<file path="config.mk">
export PLATFORM = sky130hd
export DESIGN_NAME = uart_letter_rx
export DESIGN_NICKNAME = d
export VERILOG_FILES = /design/src/rtl/uart_letter_rx.sv
export SDC_FILE = /design/constraint.sdc
export NUM_CORES = 1
export LEC_CHECK = 0
export ABC_AREA = 1
export CELL_PAD_IN_SITES_DETAIL_PLACEMENT = 2
export CELL_PAD_IN_SITES_GLOBAL_PLACEMENT = 2
export CORE_MARGIN = 2
export CORE_UTILIZATION = 35
export CTS_CLUSTER_DIAMETER = 200
export DETAILED_ROUTE_END_ITERATION = 12
export PLACE_DENSITY = 0.86
export RECOVER_POWER = 100
export SYNTH_ARGS = -nofsm -noshare
export SYNTH_HDL_FRONTEND = slang
export SYNTH_SLANG_ARGS = --single-unit
</file>
<file path="constraint.sdc">
create_clock -name clk -period 2.5 [get_ports clk]
set_input_delay 0.25 -clock clk [delete_from_list [all_inputs] [get_ports clk]]
set_output_delay 0.25 -clock clk [all_outputs]
set_load 0.02 [all_outputs]
</file>
<file path="src/rtl/uart_letter_rx.sv">
// 8N1 serial receiver feeding the letter-pattern detectors. It optionally folds
// lowercase ASCII to uppercase and emits one letter_valid strobe per good character.
module uart_letter_rx #(
  parameter int CLKS_PER_BIT = 16,
  parameter bit UPPERCASE    = 1'b1
) (
  input  logic       clk,
  input  logic       rst,
  input  logic       rx,
  output logic [7:0] letter,
  output logic       letter_valid,
  output logic       frame_err,
  output logic       busy
);

  localparam int CW = (CLKS_PER_BIT > 2) ? $clog2(CLKS_PER_BIT) : 1;
  localparam logic [CW-1:0] CNT_LAST = CW'(CLKS_PER_BIT - 1);
  localparam logic [CW-1:0] CNT_MID  = CW'(CLKS_PER_BIT / 2 - 1);

  typedef enum logic [2:0] {
    IDLE,
    START,
    DATA,
    STOP,
    WAIT_HIGH
  } state_t;

  state_t        state, state_n;
  logic [CW-1:0] cnt, cnt_n;
  logic [2:0]    bit_cnt, bit_cnt_n;
  logic [7:0]    shreg, shreg_n;
  logic [7:0]    letter_n;
  logic          valid_n, ferr_n;
  logic          rx_meta, rx_s;

  function automatic logic [7:0] fold(input logic [7:0] b);
    if (UPPERCASE && (b >= 8'h61) && (b <= 8'h7A)) return b - 8'h20;
    return b;
  endfunction

  // Synchronizer flops reset to the idle line level so reset never looks like a start bit.
  always_ff @(posedge clk or posedge rst) begin
    if (rst) begin
      rx_meta <= 1'b1;
      rx_s    <= 1'b1;
    end else begin
      // NOTE: non-blocking assignments let every flop sample pre-edge values, so the
      // two stages form a real 2-cycle pipeline instead of collapsing into one.
      rx_meta <= rx;
      rx_s    <= rx_meta;
    end
  end

  always_ff @(posedge clk or posedge rst) begin
    if (rst) begin
      state        <= IDLE;
      cnt          <= '0;
      bit_cnt      <= '0;
      shreg        <= '0;
      letter       <= '0;
      letter_valid <= 1'b0;
      frame_err    <= 1'b0;
    end else begin
      state        <= state_n;
      cnt          <= cnt_n;
      bit_cnt      <= bit_cnt_n;
      shreg        <= shreg_n;
      letter       <= letter_n;
      letter_valid <= valid_n;
      frame_err    <= ferr_n;
    end
  end

  always_comb begin
    // NOTE: every output of this block gets a default first, so no path can infer a latch.
    state_n   = state;
    cnt_n     = cnt + 1'b1;
    bit_cnt_n = bit_cnt;
    shreg_n   = shreg;
    letter_n  = letter;
    valid_n   = 1'b0;
    ferr_n    = 1'b0;

    unique case (state)
      IDLE: begin
        cnt_n = '0;
        if (!rx_s) state_n = START;
      end
      START: begin
        if (cnt == CNT_MID) begin
          cnt_n   = '0;
          state_n = rx_s ? IDLE : DATA;
        end
      end
      DATA: begin
        // Sampling lands mid-bit because the count was aligned at mid start bit.
        if (cnt == CNT_LAST) begin
          cnt_n     = '0;
          shreg_n   = {rx_s, shreg[7:1]};
          bit_cnt_n = bit_cnt + 3'd1;
          if (bit_cnt == 3'd7) state_n = STOP;
        end
      end
      STOP: begin
        if (cnt == CNT_LAST) begin
          cnt_n = '0;
          if (rx_s) begin
            letter_n = fold(shreg);
            valid_n  = 1'b1;
            state_n  = IDLE;
          end else begin
            ferr_n  = 1'b1;
            state_n = WAIT_HIGH;
          end
        end
      end
      WAIT_HIGH: begin
        cnt_n = '0;
        if (rx_s) state_n = IDLE;
      end
      default: begin
        cnt_n   = '0;
        state_n = IDLE;
      end
    endcase
  end

  assign busy = (state != IDLE);

endmodule
</file>
==> summary.txt <==
Synth Flop Type: dfrtp_1
synth cell count leaders: nand2_1, dfrtp_1, inv_1
die width: 67.7 um
largest cells by area after synthesis: dfrtp_1, nand2_1, o21ai_2
failing checks: capacitance limit, slew limit
number of CTS-inserted buffers: 5
Worst Setup SP: state[0]
MaxCap Viol Count: 1
CORE AREA: 0.00394 mm^2
post-CTS setup buffers: 0
Top delay family on crit path: buffers and inverters
CP max-delay cell: dlygate4sd3_1
first-pass GRT wire length: 6.08 mm
Setup Crit Path Kind: register to output pin
RR Startpoint: cnt[0]
Yosys top cell by area: dfrtp_1
num rows: 23
Starting Density: 36.0%
synthesized instance count: 152
Critical Path AT: 1.69 ns
max incr delay on CP: 0.65 ns
register area share after synthesis: 53.1%
clock root buffer: clkbuf_8
Final Critical Period: 1.94 ns
htree depth: 2
Fin. Hold Viols: 0
Post-Syn Area: 0.00142 mm^2
WHS: 0.358 ns
Antenna Cells: 0
fmax: 515 MHz
Slew @ Worst Pin: 1.58 ns
Final Total Pwr: 1.32 mW
grt ovf: 0
Vias: 1091
Setup crit end: busy
Die Area: 0.00458 mm^2
final instance area: 0.00162 mm^2
Synth Net Count: 159
drt wl/cell: 15.9 um
CTS tree: built
crit-path cells: nor2_1 > nand2_1 > dlygate4sd3_1
Hold Buf Count CTS: 0
setup TNS: 0 ns
critical path depth: 3
final setup violation count: 0
Avg Cell Area, Syn: 9.33 um^2
clk_skew: 0.00943 ns
largest net degree at the start of global routing: 31
placed wire-length estimate: 2.51 mm
WP data required: 2.25 ns
Synth async-reset ratio: 100%
CP bufs+invs: 1
leakage power: 0.826 nW
outcome: complete, but fails checks
startpoint types: register
Post-layout nets: 178
Clk Latency, worst-skew pair: 0.29 ns
number of global-route vias before repair: 1216
warnings from Yosys: 0
proportion of netlist area held by the largest area contributor: 49.4%
Top Ports: 14
Hold Crit Class: register to register
Tcrit/Tclk final: 77.6%
Reg clk slew, reported paths: 0.06 ns
Synth Register Bits: 30
drt drc: 0
Peak VDD IR: 322 uV
Worst R2R End: letter[5]
initial antenna violation count: 0
total global-route track usage: 18.3%
Setup crit end kind: output pin
normalized max-slew margin: -5.33%
initial drt markers: 45
Layout area overhead: 14.4%
worst r2r path cells: 7
post_cts resized: 0
drt pass-1 iters: 2
clock sinks: 30
R2R setup slack: 0.63 ns
Post-Route WL: 3.53 mm
Max Buffers Root-to-Sink: 2
port bufs: 13
most numerous cell in the Yosys netlist: nand2_1
layout cell share with drive strength beyond 1: 10.5%
Post-synth EDFFs: 0
overall die height: 67.7 um
critical path peak fanout: 7
routability congestion estimate: 0.751
Netlist cell types: 22
Post-DRT Antenna Nets: 0
pins over their slew limit: 31
RSZ-0062 raised after global routing: false
pwr dens: 813 mW/mm^2
Finished Core Util: 41.2%
post-DR vias/cell: 4.91
dpl cell area: 0.00160 mm^2
==> sequential cells by signal (all words and copies together) (netlist names) <==
| register | count |
|---|---|
| rx_s | 1 |
| cnt | 4 |
| shreg | 8 |
| frame_err | 1 |
| state | 3 |
| bit_cnt | 3 |
| letter | 8 |
| rx_meta | 1 |
| letter_valid | 1 |
==> cell families after synthesis <==
| logic type | share of synthesized area, % |
|---|---|
| flops | 53.1 |
| fa+ha+maj | 3.53 |
| compound gates | 9.35 |
| xor+xnor | 1.23 |
| simple gates | 25.9 |
| buf+inv | 6.88 |
==> metal layers <==
| metal | track usage (%) | vias up | routed length [um] |
|---|---|---|---|
| met4 | 7.65 | 0 | 61 |
| met1 | 21.8 | 552 | 1530 |
| met3 | 4.00 | 8 | 88 |
| met2 | 31.6 | 14 | 1850 |
| li1 | - | 517 | - |
| met5 | 0 | - | 0 |
==> report_power, final <==
part / switching [mW] / internal (mW)
clock network: 0.178 / 0.222
logic: 0.194 / 0.118
registers: 0.0683 / 0.540
==> cells in the final DEF (no fill, tap or decap), drive strengths merged <==
master	count
a31o	1
clkbuf	8
clkdlybuf4s50	1
clkinv	1
dfrtp	28
dfstp	2
dlygate4sd3	12
ha	4
inv	20
nand2	45
nand3	13
nand4	3
nor2	16
nor3b	1
o21a	1
o21ai	13
o22ai	1
xnor2	1
xor2	1
==> worst min-delay path by stage <==
| stage | to | startpoint | cells past startpoint |
|---|---|---|---|
| 2_1_floorplan | rx_meta | rx | 0 |
| 3_3_place_gp | rx_s | rx_meta | 0 |
| 3_5_place_dp | rx_s | rx_meta | 0 |
| 4_1_cts | rx_s | rx_meta | 0 |
| 5_1_grt | rx_s | rx_meta | 0 |
| 6_report | rx_s | rx_meta | 0 |
==> per-stage QoR <==
step,std cells,setup slack (ns)
final,222,0.559
after global routing,222,0.350
after CTS,222,0.656
after detailed placement,214,0.963
after global placement,214,1.01
after floorplan,152,1.24
==> area by class of cell <==
| type | instances | area [um^2] |
|---|---|---|
| repair buffers | 14 | 134 |
| well taps | 50 | 62.6 |
| inverters | 20 | 75.1 |
| flip-flops and latches | 30 | 753 |
| fillers | 446 | 2320 |
| clock inverters | 1 | 5.00 |
| multi-input cells | 100 | 507 |
| clock buffers | 7 | 86.3 |
Power figures use the tool's default switching activity.
